<file path="src/rtl/cee_buff_pkg.sv">
// Shared types and constants for the channel-estimate averaging buffer.
// The default geometry is also used by the equalizer side.
package cee_buff_pkg;

    localparam int CEE_DATA_W = 8;
    localparam int CEE_DEPTH  = 28;

    typedef enum logic {
        IDLE  = 1'b0,
        ACCUM = 1'b1
    } cee_state_e;

    // The sum of 2^log2_avg DATA_W-bit values needs log2_avg extra bits.
    function automatic int cee_acc_w(input int data_w, input int log2_avg);
        return data_w + log2_avg;
    endfunction

endpackage

</file>
<file path="src/rtl/cee_dp_bank.sv">
// Simple dual-port RAM, DEPTH x DATA_W: synchronous write, registered read.
// The read register holds its value when re is low.
module cee_dp_bank
    import cee_buff_pkg::*;
#(
    parameter int DATA_W = CEE_DATA_W,
    parameter int DEPTH  = CEE_DEPTH,
    parameter int ADDR_W = 5
) (
    input  logic              clk,
    input  logic              we,
    input  logic [ADDR_W-1:0] waddr,
    input  logic [DATA_W-1:0] wdata,
    input  logic              re,
    input  logic [ADDR_W-1:0] raddr,
    output logic [DATA_W-1:0] rdata
);

    logic [DATA_W-1:0] mem_q [DEPTH];
    logic [DATA_W-1:0] rdata_q;

    // Storage write and registered read; contents are not reset.
    always_ff @(posedge clk) begin
        if (we) mem_q[waddr] <= wdata;
        if (re) rdata_q <= mem_q[raddr];
    end

    assign rdata = rdata_q;

endmodule

</file>
<file path="src/rtl/cest_avg_buff_cee.sv">
// Channel-estimate averaging buffer: accumulates 2^LOG2_AVG training symbols
// per subcarrier and commits the average into a ping-pong bank that the
// equalizer reads with one cycle of latency.
// Optional build macro CEE_BUFF_ROUND_EN: round-half-up instead of floor.
module cest_avg_buff_cee
    import cee_buff_pkg::*;
#(
    parameter int DATA_W   = CEE_DATA_W,
    parameter int DEPTH    = CEE_DEPTH,
    parameter int ADDR_W   = 5,
    parameter int LOG2_AVG = 2
) (
    input  logic                     clk,
    input  logic                     rstn,
    input  logic                     start,
    input  logic                     in_valid,
    input  logic signed [DATA_W-1:0] in_data,
    input  logic                     rd_en,
    input  logic        [ADDR_W-1:0] rd_addr,
    output logic signed [DATA_W-1:0] rd_data,
    output logic                     rd_valid,
    output logic                     busy,
    output logic                     est_ready,
    output logic                     est_done
);

    localparam int ACC_W = cee_acc_w(DATA_W, LOG2_AVG);
    localparam int SYM_W = LOG2_AVG + 1;
    localparam logic [SYM_W-1:0]  SYM_LAST = SYM_W'((1 << LOG2_AVG) - 1);
    localparam logic [ADDR_W-1:0] SC_LAST  = ADDR_W'(DEPTH - 1);
`ifdef CEE_BUFF_ROUND_EN
    localparam int RND_I = (1 << LOG2_AVG) >> 1;
`else
    localparam int RND_I = 0;
`endif
    localparam logic signed [ACC_W:0] RND = (ACC_W + 1)'(RND_I);

    cee_state_e state_q, state_d;
    logic [ADDR_W-1:0] sc_cnt_q, sc_cnt_d;
    logic [SYM_W-1:0]  sym_cnt_q, sym_cnt_d;
    logic bank_sel_q, bank_sel_d;
    logic est_done_q, est_done_d;
    logic est_ready_q, est_ready_d;
    logic rd_valid_q, rd_valid_d;
    logic rd_ok_q, rd_ok_d;
    logic rd_sel_q, rd_sel_d;

    logic signed [ACC_W-1:0] acc_q [DEPTH];
    logic signed [ACC_W-1:0] in_ext, acc_sum;
    logic signed [ACC_W:0]   sum_rnd;
    logic [DATA_W-1:0]       avg_data;
    logic                    final_sym, acc_we, bank_we;
    logic [1:0]              bank_wen;
    logic                    rd_in_range;
    logic [1:0][DATA_W-1:0]  bank_rdata;

    // Datapath: running sum for the current subcarrier and its scaled average.
    always_comb begin
        final_sym = (sym_cnt_q == SYM_LAST);
        in_ext    = ACC_W'(in_data);
        acc_sum   = (sym_cnt_q == '0) ? in_ext : acc_q[sc_cnt_q] + in_ext;
        sum_rnd   = (ACC_W + 1)'(acc_sum) + RND;
        avg_data  = DATA_W'(sum_rnd >>> LOG2_AVG);
    end

    // Control FSM: sample counting, accumulate/commit decisions, restart.
    always_comb begin
        state_d     = state_q;
        sc_cnt_d    = sc_cnt_q;
        sym_cnt_d   = sym_cnt_q;
        bank_sel_d  = bank_sel_q;
        est_done_d  = 1'b0;
        est_ready_d = est_ready_q;
        acc_we      = 1'b0;
        bank_we     = 1'b0;
        if (start) begin
            // Restart drops any partial sums and the coincident sample.
            state_d   = ACCUM;
            sc_cnt_d  = '0;
            sym_cnt_d = '0;
        end else if (state_q == ACCUM && in_valid) begin
            acc_we  = !final_sym;
            bank_we = final_sym;
            if (sc_cnt_q == SC_LAST) begin
                sc_cnt_d = '0;
                if (final_sym) begin
                    state_d     = IDLE;
                    sym_cnt_d   = '0;
                    bank_sel_d  = !bank_sel_q;
                    est_done_d  = 1'b1;
                    est_ready_d = 1'b1;
                end else begin
                    sym_cnt_d = sym_cnt_q + 1'b1;
                end
            end else begin
                sc_cnt_d = sc_cnt_q + 1'b1;
            end
        end
    end

    // Read control: capture bank and masking at request time so a read
    // issued before the toggle still returns the old estimate.
    always_comb begin
        rd_in_range = ({1'b0, rd_addr} < (ADDR_W + 1)'(DEPTH));
        rd_valid_d  = rd_en;
        rd_ok_d     = rd_ok_q;
        rd_sel_d    = rd_sel_q;
        if (rd_en) begin
            rd_ok_d  = est_ready_q && rd_in_range;
            rd_sel_d = bank_sel_q;
        end
        bank_wen = bank_we ? (bank_sel_q ? 2'b01 : 2'b10) : 2'b00;
    end

    // Control and read-side state registers.
    always_ff @(posedge clk or negedge rstn) begin
        if (!rstn) begin
            state_q     <= IDLE;
            sc_cnt_q    <= '0;
            sym_cnt_q   <= '0;
            bank_sel_q  <= 1'b0;
            est_done_q  <= 1'b0;
            est_ready_q <= 1'b0;
            rd_valid_q  <= 1'b0;
            rd_ok_q     <= 1'b0;
            rd_sel_q    <= 1'b0;
        end else begin
            state_q     <= state_d;
            sc_cnt_q    <= sc_cnt_d;
            sym_cnt_q   <= sym_cnt_d;
            bank_sel_q  <= bank_sel_d;
            est_done_q  <= est_done_d;
            est_ready_q <= est_ready_d;
            rd_valid_q  <= rd_valid_d;
            rd_ok_q     <= rd_ok_d;
            rd_sel_q    <= rd_sel_d;
        end
    end

    // Accumulator array; first symbol overwrites, so no reset or clear pass.
    always_ff @(posedge clk) begin
        if (acc_we) acc_q[sc_cnt_q] <= acc_sum;
    end

    for (genvar b = 0; b < 2; b++) begin : g_bank
        cee_dp_bank #(
            .DATA_W (DATA_W),
            .DEPTH  (DEPTH),
            .ADDR_W (ADDR_W)
        ) u_bank (
            .clk   (clk),
            .we    (bank_wen[b]),
            .waddr (sc_cnt_q),
            .wdata (avg_data),
            .re    (rd_en && rd_in_range),
            .raddr (rd_addr),
            .rdata (bank_rdata[b])
        );
    end

    assign rd_data   = rd_ok_q ? $signed(bank_rdata[rd_sel_q]) : '0;
    assign rd_valid  = rd_valid_q;
    assign busy      = (state_q == ACCUM);
    assign est_ready = est_ready_q;
    assign est_done  = est_done_q;

endmodule

</file>
<file path="config.mk">
export PLATFORM = sky130hd
export DESIGN_NAME = cest_avg_buff_cee
export DESIGN_NICKNAME = d
export VERILOG_FILES = /design/src/rtl/cee_buff_pkg.sv /design/src/rtl/cee_dp_bank.sv /design/src/rtl/cest_avg_buff_cee.sv
export SDC_FILE = /design/constraint.sdc
export NUM_CORES = 1
export LEC_CHECK = 0
export CORE_MARGIN = 4
export CORE_UTILIZATION = 40
export DETAILED_ROUTE_END_ITERATION = 10
export GPL_TIMING_DRIVEN = 0
export PLACE_DENSITY = 0.64
export SYNTH_ARGS = -nofsm -noshare
export SYNTH_HDL_FRONTEND = slang
export SYNTH_HIERARCHICAL = 1
export SYNTH_SLANG_ARGS = --single-unit
</file>
<file path="constraint.sdc">
create_clock -name clk -period 8.6 [get_ports clk]
set_input_delay 0.86 -clock clk [delete_from_list [all_inputs] [get_ports clk]]
set_output_delay 0.86 -clock clk [all_outputs]
set_load 0.01 [all_outputs]
</file>
==> flow_summary.toml <==
[min_path]
timing.hold.worst_endpoint = "est_ready"
min_path_type = "flop to flop"
hp-start = "est_ready"
worstHoldPathCells = 1

[sta]
rsz0062_at_grt = "false"
timing.slew.headroom_pct = 21.7
fin_worst_skew_ps = 31.7
whs_ps = 523
max_slew.worst_pin.slew_ps = 1170
fin_crit_sh_pct = 73.5
setup_viol = 0
final_max_slew_viol_count = 0
fin_crit_ps = 6320
hold_viol_final = 0
fmax_mhz = 158

[synth]
yosysTopAreaCell = "edfxtp_1"
syn_inst = 1594
yosysUniqueCellTypes = 56
synth_top_area_share_pct = 73.4
yosys_warnings = 6
ys_ff_latch = 759
postSynthAreaPerCell_um2 = 19.1
synth_edf_count = 744
synthArstFlopShare_pct = 1.98
seq_area_frac_synth_pct = 74.7
synth_fp_nets = 1628
synth_area_leaders = "edfxtp_1, mux4_2, mux2i_1, mux4_1, nor2_1"
synthFlopType = "edfxtp_1"
syn-cell-area_mm2 = 0.0304

[pwr]
p_leak_uw = 0.0113
powerDensity_mw_per_mm2 = 221
seqPwrFrac_pct = 53.3
swShare_pct = 20.9
max-vdd-ir-drop_uv = 124
p_switching_uw = 1600
p_int_uw = 6060
power.total_uw = 7660
comb_power_share_pct = 5.6
pwr-share-clk_pct = 41.2

[run_status]
status = "finished clean"

[route]
num_vias = 15400
route.detailed.drc = 0
wl_per_cell_um = 24.6
final_antenna_net_count = 0
vias_per_cell = 5.62
wl_um = 67400
drt_pass1_iterations = 5
dr.first_iter.drc_count = 1620

[placed_design]
dpl.hpwl_um = 44100
placed_cells = 2605
portBuffers = 27
routabilityCongestion = 0.872

[die]
coreArea_mm2 = 0.0749
rows = 100
floorplan.initialDensity_pct = 40.6
die_x_um = 284
io_pins = 30
die_h_um = 284
dieArea_mm2 = 0.0806

[clock_tree]
cts_tree = "done"
clock_latency_ps = 620
clockBufferDepth = 3
htree_levels = 3
numCtsBuffers = 77
clock_sinks = 759
clk_pin_slew_worst_paths_ps = 60
cts-root-buf = "clkbuf_16"
cts_setup_buffers = 0
cts-resized-gates = 0
postCtsHoldBufs = 0

[worst_setup_path]
worstRegToRegCells = 14
r2r_end = "g_bank[0].u_bank/mem_q[14][7]"
required_ps = 9050
path_max_fanout = 25
crit_arrival_ps = 6780
critical_path_class = "flop to flop"
worst_setup_path_end_kind = "flop"
r2r_setup_slack_ps = 2280
startpoint_type = "flop"
r2r-start = "sc_cnt_q[2]"

[layout]
nFillCells = 6247
diodes = 0
seq_area_mm2 = 0.0227
mostFrequentLayoutCells = "edfxtp_1, mux2i_1, nor2_1"
final_net_count = 1749
synthToLayoutAreaGrowth_pct = 13.9
final_layout_size_suffix_gt1_share_pct = 16.4
final_common_cell = "edfxtp_1"
layout.cells.non_filler = 2743
multiInputGateArea_mm2 = 0.00722

[global_route]
antenna_found_initial = 1
globalRouteOverflowTotal = 0
first_global_vias = 15400
grt_usage_pct = 16.6
grt_max_degree = 85
grt_pass1_wl_um = 101000

[job]
drv_cap = 0
-- per-layer routing --
layer	part of all wire (%)	GRT usage, %	wire, um
met3	7.4	3.65	4960
met2	46	25.8	31300
met5	0.013	0	9
met4	2.5	4.52	1660
met1	44	24.0	29500
-- power groups by stage --
stage	Sequential (uW)	Combinational [uW]	Clock (uW)
floorplan	4160	265	0
global placement	4170	393	0
detailed placement	4160	426	0
CTS	4080	428	3210
global route	4080	456	3390
finish	4080	426	3160
-- registers in the layout (all words and copies together) (netlist names), 3 cells and up --
signal,count
sym_cnt_q,3
acc_q,280
sc_cnt_q,5
g_bank.u_bank/rdata,16
g_bank.u_bank/mem_q,448
-- synthesized netlist by cell type, drive strengths merged, types with 8 or more instances --
master,number
a21o,13
a21oi,24
a22oi,51
a31oi,8
buf,50
clkbuf,28
dfrtp,15
edfxtp,744
ha,15
inv,10
mux2,9
mux2i,156
mux4,123
nand2,59
nand3,48
nand3b,12
nand4,10
nor2,113
nor2b,18
o21ai,19
or3b,8
-- worst max-delay path by stage --
| stage | from | endpoint | slack [ps] | cells past startpoint |
|---|---|---|---|---|
| 2_1_floorplan | sc_cnt_q[0] | acc_q[0][9] | 2110 | 14 |
| 3_3_place_gp | sc_cnt_q[2] | g_bank[0].u_bank/mem_q[15][7] | -2000 | 12 |
| 3_5_place_dp | sc_cnt_q[2] | g_bank[0].u_bank/mem_q[15][7] | 2460 | 14 |
| 4_1_cts | sc_cnt_q[2] | g_bank[0].u_bank/mem_q[15][7] | 2440 | 14 |
| 5_1_grt | sc_cnt_q[2] | g_bank[0].u_bank/mem_q[15][7] | 2070 | 14 |
| 6_report | sc_cnt_q[2] | g_bank[0].u_bank/mem_q[14][7] | 2280 | 14 |
-- cells by family (layout without fill, tap and decap cells) --
kind of cell / Yosys count / count (layout) / share of synthesized area (%)
XOR/XNOR: 7 / 7 / 0.201
AO/OA/AOI/OAI: 146 / 146 / 3.26
adder cells (fa/ha/maj): 16 / 16 / 0.683
flip-flops: 759 / 759 / 74.7
buffers and inverters: 88 / 268 / 1.91
multiplexers: 288 / 288 / 14.8
AND/OR/NAND/NOR: 290 / 290 / 4.45
-- metrics by stage --
step | cell area, um^2 | TNS [ps] | util [%] | worst slack, ps
final | 34700 | 0 | 46.3 | 2280
after global routing | 34700 | 0 | 46.3 | 2070
after CTS | 34700 | 0 | 46.3 | 2440
after detailed placement | 32300 | 0 | 43.1 | 2460
after global placement | 31900 | -639040 | 42.6 | -2000
after floorplan | 30400 | 0 | - | 2110
-- layout make-up --
class	count	area share, %
timing repair buffer	42	1.60
multi-input combinational	747	20.8
tap	969	3.50
buffer	78	1.57
sequential	759	65.5
clock inverter	44	0.956
clock buffer	94	5.93
inverter	10	0.108
-- worst max-delay path, stage by stage, from the launching register on --
cell,delay (ps)
dfrtp_1,880
clkbuf_1,500
buf_2,380
buf_1,680
mux4_2,470
mux2_2,350
ha_1,310
a211oi_1,330
o211ai_1,190
a41oi_1,350
o311ai_1,160
a21boi_1,210
xnor2_2,860
buf_8,280
buf_8,190
Note: power is estimated with default switching activity, not from simulation.
